$ cat src/rtl/stream_demux_1x4_buf.sv
// Buffered 1-to-4 stream router: each word is steered by in_sel into one of
// four per-channel FIFOs, each drained independently over valid/ready.
module stream_demux_1x4_buf #(
  parameter int DATA_W = 8,
  parameter int DEPTH  = 4,
  localparam int CNT_W = $clog2(DEPTH) + 1
) (
  input  logic                clk,
  input  logic                rst_n,
  input  logic                in_valid,
  output logic                in_ready,
  input  logic [1:0]          in_sel,
  input  logic [DATA_W-1:0]   in_data,
  output logic [3:0]          out_valid,
  input  logic [3:0]          out_ready,
  output logic [4*DATA_W-1:0] out_data,
  output logic [4*CNT_W-1:0]  level
);

  localparam int PTR_W = $clog2(DEPTH);

  logic [3:0] full;

  // Stall depends only on the target channel, never on in_valid.
  assign in_ready = ~full[in_sel];

  for (genvar k = 0; k < 4; k++) begin : g_ch
    logic [PTR_W-1:0]  wr_ptr;
    logic [PTR_W-1:0]  rd_ptr;
    logic [CNT_W-1:0]  cnt;
    logic [DATA_W-1:0] mem [DEPTH];
    logic              push;
    logic              pop;

    assign push = in_valid && in_ready && (in_sel == 2'(k));
    assign pop  = (cnt != '0) && out_ready[k];

    always_ff @(posedge clk or negedge rst_n) begin
      if (!rst_n) begin
        wr_ptr <= '0;
        rd_ptr <= '0;
        cnt    <= '0;
        mem    <= '{default: '0};
      end else begin
        if (push) begin
          mem[wr_ptr] <= in_data;
          wr_ptr      <= wr_ptr + 1'b1;
        end
        if (pop) begin
          rd_ptr <= rd_ptr + 1'b1;
        end
        case ({push, pop})
          2'b10:   cnt <= cnt + 1'b1;
          2'b01:   cnt <= cnt - 1'b1;
          default: cnt <= cnt;
        endcase
      end
    end

    assign full[k]                       = (cnt == CNT_W'(DEPTH));
    assign out_valid[k]                  = (cnt != '0);
    assign out_data[k*DATA_W +: DATA_W]  = mem[rd_ptr];
    assign level[k*CNT_W +: CNT_W]       = cnt;
  end

endmodule

$ cat config.mk
export PLATFORM = sky130hd
export DESIGN_NAME = stream_demux_1x4_buf
export DESIGN_NICKNAME = d
export VERILOG_FILES = /design/src/rtl/stream_demux_1x4_buf.sv
export SDC_FILE = /design/constraint.sdc
export NUM_CORES = 1
export LEC_CHECK = 0
export CORE_MARGIN = 8
export CORE_UTILIZATION = 57
export DETAILED_ROUTE_END_ITERATION = 8
export DONT_BUFFER_PORTS = 1
export HOLD_SLACK_MARGIN = 0.03
export PLACE_DENSITY = 0.75
export SYNTH_ARGS = -nofsm -noshare
export SYNTH_HDL_FRONTEND = slang
export SYNTH_SLANG_ARGS = --single-unit
$ cat constraint.sdc
create_clock -name clk -period 2.32 [get_ports clk]
set_input_delay 0.464 -clock clk [delete_from_list [all_inputs] [get_ports clk]]
set_output_delay 0.464 -clock clk [all_outputs]
set_load 0.05 [all_outputs]
# Yosys cells after proc, flatten, opt, wreduce, memory -nomap -nowiden
# Cells that the tools add are included.
# totals
wordCells	133
ff_bits	156
# classes
addsub	16
mux	30
bitwise	9
n_eq_ne	15
n_lt_le_gt_ge	13
n_reduce_logical	22
# op_table
cell	count
32-bit bitwise mux	4
8-bit 2-to-1 mux	12
8-bit binary-select mux with 2-bit select	4
8-bit demux with 2-bit select	4
3-bit >= comparator (second input constant)	8
2-bit inverter with 3-bit output	8
3-bit one-hot mux with 2 select lines	4
2-bit by 1-bit adder with 2-bit output (second input constant)	8
1-bit logical AND	13
3-bit by 1-bit adder with 3-bit output (second input constant)	4
2-bit == test (second input constant)	6
3-bit == test (second input constant)	4
3-bit by 1-bit less-than comparator with 1-bit output (second input constant)	4
3-bit nonzero test	4
3-bit by 1-bit subtractor with 3-bit output (second input constant)	4
2-bit by 1-bit == test with 1-bit output (second input constant)	5
2-bit nonzero test	4
2-bit by 3-bit less-than comparator with 1-bit output (second input constant)	1
1-bit binary-select mux with 2-bit select	1
2-bit logical NOT	1
1-bit 2-to-1 mux	1
1-bit inverter	1

# Longest topological paths before layout
# Gate-level depths: netlist of the first run.
# depth
ltp_word	8
depth_mapped	10
mapped_depth_nobuf	9

# Least setup slack after synthesis of the first run
# OpenSTA, ideal clock, no wires.
# synth_path
path_type	reg2out
startpoint	register g_ch[3].cnt[0]
endpoint	output port in_ready
stages_incl_launch_ff	4
slack_ps	-158
arrival_ps	2014
required_ps	1856
path_cell_list	dfrtp_1 -> nor3b_4 -> mux2_2 -> mux2i_1
# synth_between
elab_chain_len	4
# synth_lines
element	line	rtl
start, declared	30	logic [CNT_W-1:0] cnt;
start signal, assigned	53	2'b10: cnt <= cnt + 1'b1;
start signal, assigned	54	2'b01: cnt <= cnt - 1'b1;
start signal, assigned	55	default: cnt <= cnt;
3-bit == test	60	assign full[k] = (cnt == CNT_W'(DEPTH));
1-bit binary-select mux with 2-bit select	25	assign in_ready = ~full[in_sel];
1-bit 2-to-1 mux (not written as such)	25	
1-bit inverter	25	
end, declared	11	output logic in_ready,
# No other way between the ends. The select of a mux whose other input is x is not followed.

# Worst setup path after layout of the first run
# layout_path
startpoint	register g_ch[0].cnt[1]
endpoint	output port in_ready
# layout_between
elab_chain_len	4
# layout_lines
element	line
start, declared	30
start signal, assigned	53
start signal, assigned	54
start signal, assigned	55
3-bit == test	60
1-bit binary-select mux with 2-bit select	25
1-bit 2-to-1 mux (not written as such)	25
1-bit inverter	25
# No other way between the ends. The select of a mux whose other input is x is not followed.

==> results of run 1 <==
[through the flow]
stage	cells	worst slack [ns]	hold slack [ns]	util [%]
global placement	645	0.150	0.175	60.9
detailed placement	645	0.0794	0.173	60.9
floorplan	470	0.00849	0.168	-
finish	677	0.0603	-0.267	66.1
CTS	677	0.00450	-0.286	66.1
global route	677	0.0117	-0.294	66.1
[flip-flops by register name, indices dropped and copies added, names as in the netlist]
register and cells:
g_ch.mem 128, g_ch.cnt 12, g_ch.rd_ptr 8, g_ch.wr_ptr 8
[routing by layer]
layer | vias to the layer above | routed length (um)
li1 | 1738 | -
met5 | - | 0
met1 | 2038 | 5920
met3 | 10 | 763
met2 | 53 | 7350
met4 | 0 | 108
[cells in the mapped netlist, types with 6 or more instances]
master / instances / area, um2
inv_1: 23 / 86.3
ha_1: 20 / 250
buf_2: 6 / 30.0
xor2_1: 12 / 105
mux4_2: 32 / 721
xnor2_1: 12 / 105
nand2_1: 10 / 37.5
dfrtp_1: 156 / 3900
clkbuf_1: 9 / 33.8
mux2_2: 131 / 1480
[cell type report]
type | instances | area (um2)
Fill cell | 880 | 4290
Sequential cell | 156 | 3920
Multi-Input combinational cell | 267 | 3300
Clock buffer | 20 | 457
Tap cell | 172 | 215
Timing Repair Buffer | 27 | 206
Clock inverter | 12 | 193
Inverter | 23 | 86.3
[cells in the final DEF, fill, tap and decap left out, types with 2 or more instances in the layout]
cell type and instances:
mux2i_1 3, or3_1 4, o31a_1 4, nor3b_4 2, clkinv_2 4, xnor2_1 12
nor2_1 4, fa_1 4, nor3_4 4, clkbuf_16 17, xor2_1 12, clkbuf_8 2
nand4b_2 4, buf_4 26, o21ai_0 2, bufinv_16 5, dfrtp_1 143, or3b_4 2
mux2_1 2, inv_1 23, and4_4 4, clkinvlp_4 3, nor4b_4 4, nand2_1 10
ha_1 20, mux4_2 32, mux2_2 131, dfrtp_2 13
[kinds of logic after synthesis]
family	after synthesis
multiplexers	169
flip-flops	156
buffers and inverters	47
AND/OR/NAND/NOR	44
XOR/XNOR	24
adder cells (fa/ha/maj)	24
AO/OA/AOI/OAI	6
[path summary, 6_finish.rpt]
check	from	end	slack [ns]	cells past startpoint
max	g_ch[0].cnt[1]	in_ready	0.06	5
min	rst_n	g_ch[0].mem[30]	-0.27	0
max reg2reg	g_ch[2].cnt[1]	g_ch[2].cnt[2]	0.14	9
min reg2reg	g_ch[3].mem[7]	g_ch[3].mem[7]	0.49	1
max in group asynchronous	rst_n	g_ch[2].cnt[1]	2.34	0
min in group clk	in_data[7]	g_ch[3].mem[7]	0.18	1
[timing repair]
| action | in CTS | in global routing |
|---|---|---|
| gates resized for setup | 2 | 2 |
| hold endpoints to repair | 156 | 156 |
| buffers inserted | 0 | 0 |
| setup endpoints to repair | 9 | 2 |
==> impl_metrics.csv, run 1 <==
group,metric,value,unit
critical_path,worstPathMaxFanout,5,
place,io_buffers,0,
sta,holdWs,-0.267,ns
synthesis,ys_seq_area_share,52.6,%
synthesis,synth_cells,470,
clock_tree,htree_levels,4,
clock_tree,cts.sinks,156,
clock_tree,clk-insertion-delay-late,0.42,ns
critical_path,crit_path_end_kind,"output port",
global_routing,gr-usage-met3,6.57,%
global_routing,grt-busiest-layer,"met2",
run,cap_viol_max_count,0,
global_routing,grt.met1_usage,21.5,%
global_routing,grt_max_degree,157,
final_layout,drive_gt1_share,51.1,%
global_routing,first_global_vias,4190,
critical_path,cp.required,1.86,ns
drt,ant_nets,0,
final_layout,antenna_cells,0,
sta,max_freq,0.443,GHz
sta,hold_viol,156,
sta,finClkSkew,0.00536,ns
clock_tree,cts_buffers,17,
synthesis,async_flop_share,100,%
global_routing,grtUsageMet2,30.9,%
global_routing,overflow,0,
synthesis,ys_warn_count,0,
sta,maxSlewViolCount,0,
clock_tree,path_clk_slew,0.06,ns
final_layout,final_area,8380,um2
clock_tree,cts_tree,"yes",
synthesis,syn_nets,511,
outcome,run_status,"finished, violations left",
critical_path,path_buf_inv,2,
synthesis,synthDistinctLibCells,33,
min_path,hold_class,"input port to async pin",
synthesis,syn_avg_cell_area,15.8,um2
drt,vias,3839,
drt,routed_wl,14.1,mm
synthesis,synth_top_family_by_area,"multiplexers",
sta,period_needed,2.26,ns
outcome,violations,"hold timing",
critical_path,path_cells,"or3b_4, buf_4, mux2i_1, mux2i_2, buf_6",
sta,slew_headroom,66.2,%
floorplanning,rows,41,
sta,grt_setup_unrepaired,"false",
synthesis,yosys_register_bits,156,
synthesis,syn-cell-area,7410,um2
floorplanning,fp.dieW,130,um
drt,wl_per_cell,20.9,um
drt,drt_iter0_drc,217,
floorplanning,die_area,16900,um2
clock_tree,cts_max_path_buffers,2,
floorplanning,pin_count,66,
synthesis,yosys_most_used_dff,"dfrtp_1",
critical_path,critPathKind,"flip-flop to output port",
final_layout,area.growth.synth_to_final,13.0,%
synthesis,synth-edff-count,0,
drt,route.detailed.drc,0,
synthesis,synth_compound_area_share,0.607,%
synthesis,synthAdderAreaFrac,4.45,%
floorplanning,die_y,130,um
critical_path,arrival,1.80,ns
clock_tree,root_buffer,"clkbuf_16",
global_routing,antenna_found_initial,0,
critical_path,cp-start-kind,"flip-flop",
synthesis,synth_xor_xnor_area_share,2.83,%
floorplanning,start_util,58.5,%
place,place_area,7720,um2
final_layout,fin_nets,533,
global_routing,grt_pass1_wl,23.1,mm
sta,period_share,97.4,%
drt,routed_via_density,5.67,
place,place_congestion,0.757,
floorplanning,core-area,12700,um2
sta,tightest_slew,0.505,ns
critical_path,critical_path.max_stage_delay,0.40,ns
critical_path,critPathTopFamily,"flip-flops",
drt,drt-pass1-iter-count,4,
sta,totalNegativeSetupSlack,0,ns
place,dpl.hpwl,9.56,mm
critical_path,cp_slowest_cell,"dfrtp_2",
global_routing,grt.total_usage,18.2,%
sta,setup_viol,0,
synthesis,synthMuxAreaShare,30.5,%
synthesis,yosys.area_share.simple,6.06,%
Power of run 1 is not shown: default switching activity piles up to over one toggle a cycle in this logic, so the estimate is an artifact.
==> run 2: changes to the inputs <==
- REMOVE_ABC_BUFFERS: default -> 1
==> run 2 against run 1 <==
The flow still finishes with violations (hold timing). Utilization down 0.50 points. Global-route usage is 0.14 points lower. Largest cell class unchanged. Critical path depth did not move. Die area stayed put. Sequential share of layout area rose by 0.19 points. Non-clock buffer count up 1. Worst hold slack better by 0.014 ns. First-iteration DRC count down 16%.
==> impl_metrics.csv, run 2 (synthesized netlist as in run 1, its figures left out) <==
group,metric,value,unit
sta,totalNegativeSetupSlack,0,ns
final_layout,largest_reg_flops,128,
final_layout,antenna_cells,0,
sta,slew_headroom,64.5,%
drt,routed-wl-met2,7.03,mm
clock_tree,cts.sinks,156,
min_path,hold_class,"input port to async pin",
clock_tree,root_buffer,"clkbuf_16",
critical_path,worstPathMaxFanout,5,
final_layout,area.growth.synth_to_final,12.2,%
critical_path,critPathKind,"flip-flop to output port",
sta,tightest_slew,0.530,ns
place,dpl.hpwl,9.12,mm
drt,wl_met3,693,um
sta,max_freq,0.453,GHz
final_layout,top_regs,"g_ch.mem: 128 flops, g_ch.cnt: 12 flops",
drt,vias,3879,
global_routing,grt.total_usage,18.1,%
drt,routed_wl,13.9,mm
drt,drt_iter0_drc,182,
drt,routed_via_density,5.72,
global_routing,grt_pass1_wl,22.8,mm
run,cap_viol_max_count,0,
global_routing,antenna_found_initial,0,
final_layout,drive_gt1_share,48.6,%
sta,period_share,95.2,%
outcome,run_status,"finished, violations left",
critical_path,critPathTopFamily,"multiplexers",
critical_path,critical_path.max_stage_delay,0.38,ns
final_layout,final_cell_mix,"dfrtp_1 (154), mux2_2 (130), mux4_2 (32), buf_4 (25), inv_1 (23)",
drt,ant_nets,0,
clock_tree,path_clk_slew,0.06,ns
drt,route.detailed.drc,0,
critical_path,cp.required,1.86,ns
floorplanning,start_util,58.5,%
global_routing,first_global_vias,4266,
clock_tree,clk-insertion-delay-late,0.42,ns
clock_tree,cts_max_path_buffers,2,
sta,finClkSkew,0.00549,ns
global_routing,grt_max_degree,157,
final_layout,utilization,65.6,%
drt,top_layer,"met4",
place,place_ws,0.104,ns
sta,period_needed,2.21,ns
clock_tree,cts_tree,"yes",
floorplanning,core-area,12700,um2
outcome,violations,"hold timing",
sta,setup_viol,0,
final_layout,fin_nets,534,
critical_path,path_buf_inv,2,
final_layout,top_register,"g_ch.mem",
sta,holdWs,-0.254,ns
critical_path,cp_slowest_cell,"dfrtp_1",
floorplanning,fp.dieW,130,um
floorplanning,pin_count,66,
drt,wl_per_cell,20.6,um
sta,maxSlewViolCount,0,
critical_path,arrival,1.75,ns
critical_path,crit_path_end_kind,"output port",
place,place_congestion,0.710,
global_routing,overflow,0,
final_layout,final_common_cell,"dfrtp_1",
floorplanning,die_y,130,um
critical_path,regToRegSetupSlack,0.15,ns
clock_tree,htree_levels,4,
critical_path,path_cells,"nor3b_4, buf_6, mux2_4, mux2i_1, buf_4",
sta,hold_viol,156,
sta,timing.final.ws_setup,0.111,ns
clock_tree,cts_buffers,17,
floorplanning,rows,41,
drt,drt-pass1-iter-count,4,
floorplanning,die_area,16900,um2
sta,grt_setup_unrepaired,"false",
place,io_buffers,0,
drt,met1_length,5.98,mm
critical_path,cp-start-kind,"flip-flop",
-- run 2: layer usage --
| metal | vias to the layer above | global-route usage [%] |
|---|---|---|
| met1 | 2071 | 22.5 |
| met5 | - | 0 |
| li1 | 1732 | - |
| met4 | 0 | 7.10 |
| met2 | 57 | 29.1 |
| met3 | 19 | 5.51 |
-- run 2: worst paths after layout --
check,endpoint,from,depth (start not counted)
setup reg to reg,g_ch[2].cnt[2],g_ch[2].cnt[1],9
max in group asynchronous,g_ch[3].cnt[0],rst_n,0
min in group clk,g_ch[3].mem[7],in_data[7],1
hold / removal,g_ch[2].mem[28],rst_n,0
setup / recovery,in_ready,g_ch[3].cnt[2],5
hold reg to reg,g_ch[3].mem[7],g_ch[3].mem[7],1
-- run 2: area by class of cell --
class | count | area, um2
inverters | 23 | 86.3
multi-input cells | 267 | 3300
clock inverters | 7 | 60.1
flip-flops and latches | 156 | 3910
clock buffers | 25 | 515
fillers | 928 | 4350
repair buffers | 28 | 230
well taps | 172 | 215
-- run 2: stage by stage --
step / cell area, um2 / instances
after floorplan: 7280 / 446
after global placement: 7710 / 645
after detailed placement: 7710 / 645
after CTS: 8290 / 677
after global routing: 8320 / 678
final: 8320 / 678
-- run 2: repair_timing --
| item | CTS | global route |
|---|---|---|
| resized for setup | 2 | 5 |
| hold endpoints to repair | 156 | 156 |
| endpoints found under the setup margin | 1 | 2 |
| buffers inserted | 0 | 2 |
| pin swaps | 0 | 1 |
Power of run 2 is left out for the same reason.
